File: config.mk
export PLATFORM = sky130hd
export DESIGN_NAME = alu_operand_loader
export DESIGN_NICKNAME = d
export VERILOG_FILES = /design/src/rtl/alu_operand_loader_pkg.sv /design/src/rtl/alu_operand_loader.sv
export SDC_FILE = /design/constraint.sdc
export NUM_CORES = 2
export LEC_CHECK = 0
export ABC_AREA = 1
export BUFFER_PORTS_ARGS = -buffer_cell sky130_fd_sc_hd__clkbuf_2
export CAP_MARGIN = 5
export CORE_AREA = 3 3 409 411
export CTS_CLUSTER_DIAMETER = 120
export CTS_CLUSTER_SIZE = 30
export DETAILED_ROUTE_END_ITERATION = 6
export DIE_AREA = 0 0 412 414
export SETUP_SLACK_MARGIN = 0.5
export SLEW_MARGIN = 20
export SYNTH_ARGS = -nofsm -noshare
export SYNTH_HDL_FRONTEND = slang
export SYNTH_SLANG_ARGS = --single-unit
export TNS_END_PERCENT = 100
File: constraint.sdc
create_clock -name clk -period 1.5 [get_ports clk]
set_input_delay 0.075 -clock clk [delete_from_list [all_inputs] [get_ports clk]]
set_output_delay 0.075 -clock clk [all_outputs]
set_load 0.05 [all_outputs]
File: src/rtl/alu_operand_loader_pkg.sv
// Shared definitions for alu_operand_loader: Alu opcodes, loader states and opcode class helpers.
package alu_operand_loader_pkg;

   localparam logic [2:0] PARITY   = 3'b000;
   localparam logic [2:0] POPCOUNT = 3'b001;
   localparam logic [2:0] ROTR     = 3'b010;
   localparam logic [2:0] ROTL     = 3'b011;

   typedef enum logic [1:0] {
      S_CMD    = 2'd0,
      S_LOAD_A = 2'd1,
      S_LOAD_B = 2'd2,
      S_ISSUE  = 2'd3
   } loader_state_e;

   // Reductions ignore B, so the short-B build never loads it for them.
   function automatic logic is_reduce_op(input logic [2:0] op);
      return (op == PARITY) || (op == POPCOUNT);
   endfunction

   // Rotates only need a shift amount, which fits in a single word.
   function automatic logic is_rot_op(input logic [2:0] op);
      return (op == ROTR) || (op == ROTL);
   endfunction

endpackage

File: src/rtl/alu_operand_loader.sv
// Assembles a command word plus WORDS-wide A and B operands from a narrow stream and issues them to the Alu.
// Optional build macro ALU_LOADER_SHORT_B_EN shortens the B load for reduction and rotate opcodes.
module alu_operand_loader
   import alu_operand_loader_pkg::*;
#(
   parameter int DATA_WIDTH = 512,
   parameter int WORD_WIDTH = 32
) (
   input  logic                  clk,
   input  logic                  rst,
   input  logic                  in_valid,
   output logic                  in_ready,
   input  logic [WORD_WIDTH-1:0] in_data,
   output logic [2:0]            opcode,
   output logic [DATA_WIDTH-1:0] A_out,
   output logic [DATA_WIDTH-1:0] B_out,
   output logic                  out_valid,
   input  logic                  out_ready
);

   localparam int WORDS = DATA_WIDTH / WORD_WIDTH;
   localparam int CNT_W = (WORDS > 1) ? $clog2(WORDS) : 1;
   localparam logic [CNT_W-1:0] LAST_CNT = CNT_W'(WORDS - 1);

   loader_state_e    state;
   loader_state_e    next_state;
   logic [CNT_W-1:0] word_cnt;
   logic             xfer;
   logic             last_word;
   logic             skip_b;
   logic             rot_short;
   logic             b_last;

   assign xfer      = in_valid && in_ready;
   assign last_word = (word_cnt == LAST_CNT);

`ifdef ALU_LOADER_SHORT_B_EN
   assign skip_b    = is_reduce_op(opcode);
   assign rot_short = is_rot_op(opcode);
`else
   assign skip_b    = 1'b0;
   assign rot_short = 1'b0;
`endif

   assign b_last = last_word || rot_short;

   // State register.
   always_ff @(posedge clk) begin
      if (rst) begin
         state <= S_CMD;
      end else begin
         state <= next_state;
      end
   end

   // Next-state decode.
   always_comb begin
      next_state = state;
      case (state)
         S_CMD: begin
            if (xfer) next_state = S_LOAD_A;
            else      next_state = S_CMD;
         end
         S_LOAD_A: begin
            if (xfer && last_word) next_state = skip_b ? S_ISSUE : S_LOAD_B;
            else                   next_state = S_LOAD_A;
         end
         S_LOAD_B: begin
            if (xfer && b_last) next_state = S_ISSUE;
            else                next_state = S_LOAD_B;
         end
         S_ISSUE: begin
            if (out_ready) next_state = S_CMD;
            else           next_state = S_ISSUE;
         end
         default: next_state = S_CMD;
      endcase
   end

   // Handshake outputs decoded straight from the state register.
   always_comb begin
      in_ready  = 1'b1;
      out_valid = 1'b0;
      case (state)
         S_ISSUE: begin
            in_ready  = 1'b0;
            out_valid = 1'b1;
         end
         default: begin
            in_ready  = 1'b1;
            out_valid = 1'b0;
         end
      endcase
   end

   // Word counter, opcode and operand registers; they hold whenever no word transfers.
   always_ff @(posedge clk) begin
      if (rst) begin
         word_cnt <= '0;
         opcode   <= 3'b000;
         A_out    <= '0;
         B_out    <= '0;
      end else begin
         case (state)
            S_CMD: begin
               if (xfer) begin
                  opcode   <= in_data[2:0];
                  word_cnt <= '0;
               end
            end
            S_LOAD_A: begin
               if (xfer) begin
                  for (int w = 0; w < WORDS; w++) begin
                     if (word_cnt == CNT_W'(w)) A_out[w*WORD_WIDTH +: WORD_WIDTH] <= in_data;
                  end
                  if (last_word) begin
                     word_cnt <= '0;
                     if (skip_b) B_out <= '0;
                  end else begin
                     word_cnt <= word_cnt + CNT_W'(1);
                  end
               end
            end
            S_LOAD_B: begin
               if (xfer) begin
                  if (rot_short) begin
                     B_out    <= DATA_WIDTH'(in_data);
                     word_cnt <= '0;
                  end else begin
                     for (int w = 0; w < WORDS; w++) begin
                        if (word_cnt == CNT_W'(w)) B_out[w*WORD_WIDTH +: WORD_WIDTH] <= in_data;
                     end
                     if (last_word) word_cnt <= '0;
                     else           word_cnt <= word_cnt + CNT_W'(1);
                  end
               end
            end
            default: begin
            end
         endcase
      end
   end

endmodule

== After elaboration in Yosys (flattened, before gate mapping) ==
Cells that the tools add are included.
Cells by class
  div/mod/pow operators: 0
  $mul: 0
  reductions and logical operators: 40
  magnitude comparators: 0
  multiplexer cells: 11
  add/subtract/negate cells: 1
  equality and inequality tests: 20
  bitwise logic cells: 0
  shift operators: 0
Operator list (number)
  $reduce_and A3 Y1: 33
  $eq A4 B4 Y1 const B: 8
  $eq A4 B3 Y1 const B: 4
  $mux W4: 3
  $eq A4 B2 Y1 const B: 2
  $pmux W2 S4: 1
  $pmux W4 S2: 1
  $add A4 B1 Y4 const B: 1
  $eq A2 B2 Y1 const B: 2
  $eq A4 B1 Y1 const B: 1
  $logic_not A4 Y1: 1
  $mux W1: 4
  $mux W2: 2
  $eq A2 B1 Y1 const B: 1
  $logic_and A1 B1 Y1: 2
  $logic_not A2 Y1: 1
  $ne A2 B1 Y1 const B: 1
  $ne A2 B2 Y1 const B: 1
  $reduce_and A2 Y1: 1
  $reduce_bool A2 Y1: 1
  $reduce_or A2 Y1: 1
Storage, ports and cells
  bits in read-only memories: 0
  input port bits: 36
  memories kept: 0
  word-level logic and storage cells: 107
  output and inout bits: 1029
  memory bits (writable): 0
  bits in registers: 1033
  bits in latches: 0

== Longest topological paths before layout ==
  depth in word-level cells: 6
  mapped depth: 10
  depth with buffers taken out: 10

== Worst setup path after synthesis ==
No wires, ideal clock.
  kind: register to register
  start point: reg state[0]
  end point: reg state[0]
  setup time: 0.064 ns
  path buffers: 0
  data arrival time: 1.951 ns
  slack: -0.515 ns
  data required time: 1.436 ns
  stages on the path, launching flop included: 7
  period minus slack after synthesis: 2.015 ns
  path through: dfxtp_1 > ha_1 > inv_1 > or2_2 > nand3_1 > nor2_1 > nor2_1
Between the ends
  longest elaborated chain between the ends: 6
  elaborated cells between the ends (all ways): 11
  classes of those cells: 3 x eq/ne; 5 x mux; 3 x reduce/logical
RTL lines
  from (decl): RTL line alu_operand_loader.sv:25  | loader_state_e state;
  from (signal assigned): RTL line alu_operand_loader.sv:52  | state <= next_state;
  $eq A2 B2 Y1 (*): RTL line alu_operand_loader.sv:84  | case (state)
  $mux W1 (*): RTL line alu_operand_loader.sv:84
  named net in_ready: RTL line alu_operand_loader.sv:12  | output logic in_ready,
  $logic_and A1 B1 Y1 (*): RTL line alu_operand_loader.sv:34  | assign xfer = in_valid && in_ready;
  $logic_and A1 B1 Y1: RTL line alu_operand_loader.sv:65, alu_operand_loader.sv:69
  $mux W1 or $mux W2 (tied branches): RTL line alu_operand_loader.sv:69, alu_operand_loader.sv:65
  $pmux W2 S4 (*): RTL line alu_operand_loader.sv:59  | case (state)
Mark *: on every way through the listed nets, which the timed path passes. The rest lies on a longest branch.
A chain may end at the register's enable or synchronous reset.

== Worst setup path after layout ==
  start point: reg state[0]
  end point: reg A_out[21]
Between the ends
  longest elaborated chain between the ends: 4
  elaborated cells between the ends (all ways): 5
  classes of those cells: 2 x eq/ne; 1 x mux; 2 x reduce/logical
RTL lines
  $eq A2 B2 Y1: RTL line alu_operand_loader.sv:84
  $mux W1: RTL line alu_operand_loader.sv:84
  $logic_and A1 B1 Y1: RTL line alu_operand_loader.sv:34
  $reduce_and A3 Y1 (no source line) (*)
  to (signal, indexed assignment): RTL line alu_operand_loader.sv:114  | if (word_cnt == CNT_W'(w)) A_out[w*WORD_WIDTH +: WORD_WIDTH] <= in_data;
  to (decl): RTL line alu_operand_loader.sv:15  | output logic [DATA_WIDTH-1:0] A_out,
Mark *: on every way between the ends. The rest lies on a longest branch, timed or not.

==> results.yml <==
floorplan:
  core_region_area_um2: 164000
  row_count: 149
  die_width_um: 412
  start_util_pct: 22.1
  dieArea_um2: 171000
  die_h_um: 414
  ios: 1065
run:
  cap_viol_max_count: 0
grt:
  grt_max_degree: 171
  grt_pass1_wl_mm: 234
  grt_use_total_pct: 18.8
  gr-total-overflow: 0
  grt_pass1_vias: 31400
  antenna_found_initial: 22
finish:
  regArea_um2: 20700
  nFillCells: 17800
  layout-drive-gt1-share_pct: 25.9
  final_cell_mix: "nor2_1 (1536), clkbuf_2 (1046), dfxtp_1 (1029)"
  final_common_cell: "nor2_1"
  multi_input_area_um2: 13200
  nets: 5685
  syn2layout_area_growth_pct: 32.3
worst_hold_path:
  hp-class: "in2reg"
route:
  drt-pass1-iter-count: 5
  antenna_left: 0
  num_vias: 35300
  first_iter_violations: 3510
  drc: 0
  routed_wirelength_mm: 173
  via_per_inst: 4.50
  routedWlPerCell_um: 22.0
sta:
  finClkSkew_ns: 0.0298
  hold_violations: 0
  drv_slew: 0
  worstMarginPinSlew_ns: 0.636
  layout_worst_path_cycle_share_pct: 119
  setup_viol: 1032
  timing.final.ws_setup_ns: -0.279
  finalCriticalPeriod_ns: 1.78
  slew_headroom_pct: 57.6
  setup_tns_ns: -167.65
  fmax_mhz: 562
  rsz0062_at_grt: "true"
synthesis:
  ys_ff_latch: 1033
  mappedNetlistArea_um2: 36400
  synth_cell_types: 23
  syn_area_per_cell_um2: 7.80
  yosys_warnings: 0
  synth_seq_area_share_pct: 56.9
  synthCells: 4665
  synth_nets: 4711
power_and_ir_drop:
  total_leakage_power_nw: 19.6
  cellPowerDensity_nw_per_um2: 944
  total_power_mw: 45.4
  ir_drop_v: 0.000907
worst_setup_path:
  arrival_ns: 2.36
  critPathMaxFanout: 23
  slowest_delay_ns: 0.38
  critPathSlowestCell: "dfxtp_4"
  crit_type: "reg2reg"
  end_kind: "flip-flop"
  crit_required_ns: 2.08
  start_kind: "flip-flop"
  cp_cell_sequence: "ha_4 -> nor2_8 -> nand2_2 -> nor2_4 -> nand2_2 -> buf_12 -> inv_2 -> buf_12 -> nor2_1 -> nor2_1"
cts:
  clk_root_buffer_cell: "clkbuf_16"
  cts.path.max_buffers: 3
  insertion_delay_ns: 0.66
  cts_tree: "yes"
  cts_num_sinks: 1033
  cts_made_buffers: 41
  path_clk_slew_ns: 0.12
  htreeDepth: 2
placed_design:
  pre_cts_slack_ns: -0.322
  dp_hpwl_mm: 112
  place.gp.congestion: 0.829
  port_buffers: 1064
status:
  status: "complete, but fails checks"
  violations: "negative setup slack"
per-stage QoR:
| step | cell area, µm² | hold slack [ns] | instances | util (%) |
|---|---|---|---|---|
| detailed placement | 45800 | 0.402 | 7731 | 27.8 |
| global route | 48100 | 0.0583 | 7851 | 29.3 |
| finish | 48100 | 0.0707 | 7855 | 29.3 |
| floorplan | 36700 | 0.137 | 4665 | - |
| CTS | 47500 | 0.0127 | 7822 | 28.9 |
| global placement | 45800 | 0.399 | 7731 | 27.8 |
worst max-delay path, delay by kind of cell, from the launching register on:
kind                     cells  cell delay, ns
adder cells (fa/ha/maj)      1            0.18
flip-flops                   1            0.38
AND/OR/NAND/NOR              6            0.67
buffers and inverters        3            0.45
area by class of cell:
cell class,count,area share (%)
Clock buffer,44,2.24
Sequential cell,1033,43.0
Clock inverter,4,0.177
Inverter,300,2.48
Tap cell,2189,5.69
Multi-Input combinational cell,2923,27.3
Timing Repair Buffer,1340,18.9
Antenna cell,22,0.114
path summary, 6_finish.rpt:
kind	start	end	slack [ns]	cells past startpoint
max	state[0]$_SDFF_PP0_	A_out[21]$_SDFFE_PP0P_	-0.28	10
min	rst	A_out[131]$_SDFFE_PP0P_	0.07	5
max reg2reg	state[0]$_SDFF_PP0_	A_out[21]$_SDFFE_PP0P_	-0.28	10
min reg2reg	B_out[446]$_SDFFE_PP0P_	B_out[446]$_SDFFE_PP0P_	0.45	2
where the power goes:
part           leakage (nW)  switching [mW]  internal [mW]  total [mW]
registers              8.32          0.0526           27.5        27.6
clock network         0.569            9.03           5.46        14.5
logic                  10.7            2.52          0.870        3.39
total                  19.6            11.6           33.8        45.4
synth_stat cells:
library cell	number	area [µm²]
or2_2	1	6.26
inv_1	274	1030
nand2_1	34	128
inv_2	26	97.6
ha_1	10	125
clkbuf_2	3	15.0
clkbuf_1	314	1180
dfxtp_1	1033	20700
nand3_2	6	60.1
nor2_1	1550	5820
a31oi_1	1	6.26
nand4_1	2	12.5
nor2_2	7	43.8
nor2_8	1	20.0
buf_6	1	11.3
o21ai_1	25	125
buf_2	45	225
buf_4	45	338
o21ai_0	1002	5010
a21oi_1	264	1320
nand2_2	11	68.8
nand3_1	9	45.0
buf_1	1	3.75
registers in the layout, summed over array words and instances, names as in the netlist:
name      cells
A_out       512
B_out       512
word_cnt      4
opcode        3
state         2
logic make-up (layout without fill, tap and decap cells):
logic type / Yosys count / count (layout) / share of synthesized area, %
simple gates: 1621 / 1621 / 17.1
compound gates: 1292 / 1292 / 17.8
flops: 1033 / 1033 / 56.9
buf+inv: 709 / 1688 / 7.97
fa+ha+maj: 10 / 10 / 0.344
other cells: 0 / 22 / 0
what timing repair did:
| action | 4_1_cts | 5_1_grt |
|---|---|---|
| hold buffers | 37 | 0 |
| resized for setup | 29 | 149 |
| pin swaps | 3 | 12 |
| setup endpoints to repair | 2062 | 2062 |
| setup buffers | 4 | 1 |
| cloned | 2 | 10 |
| endpoints found under the hold margin | 494 | 0 |
per-layer routing:
metal | track usage (%) | part of all wire, % | vias up
met2 | 32.6 | 49 | 1660
met3 | 3.26 | 8.6 | 310
li1 | - | - | 16700
met4 | 8.82 | 4.7 | 0
met1 | 22.3 | 38 | 16600
met5 | 0 | 0 | -
Power figures use the tool's default switching activity.
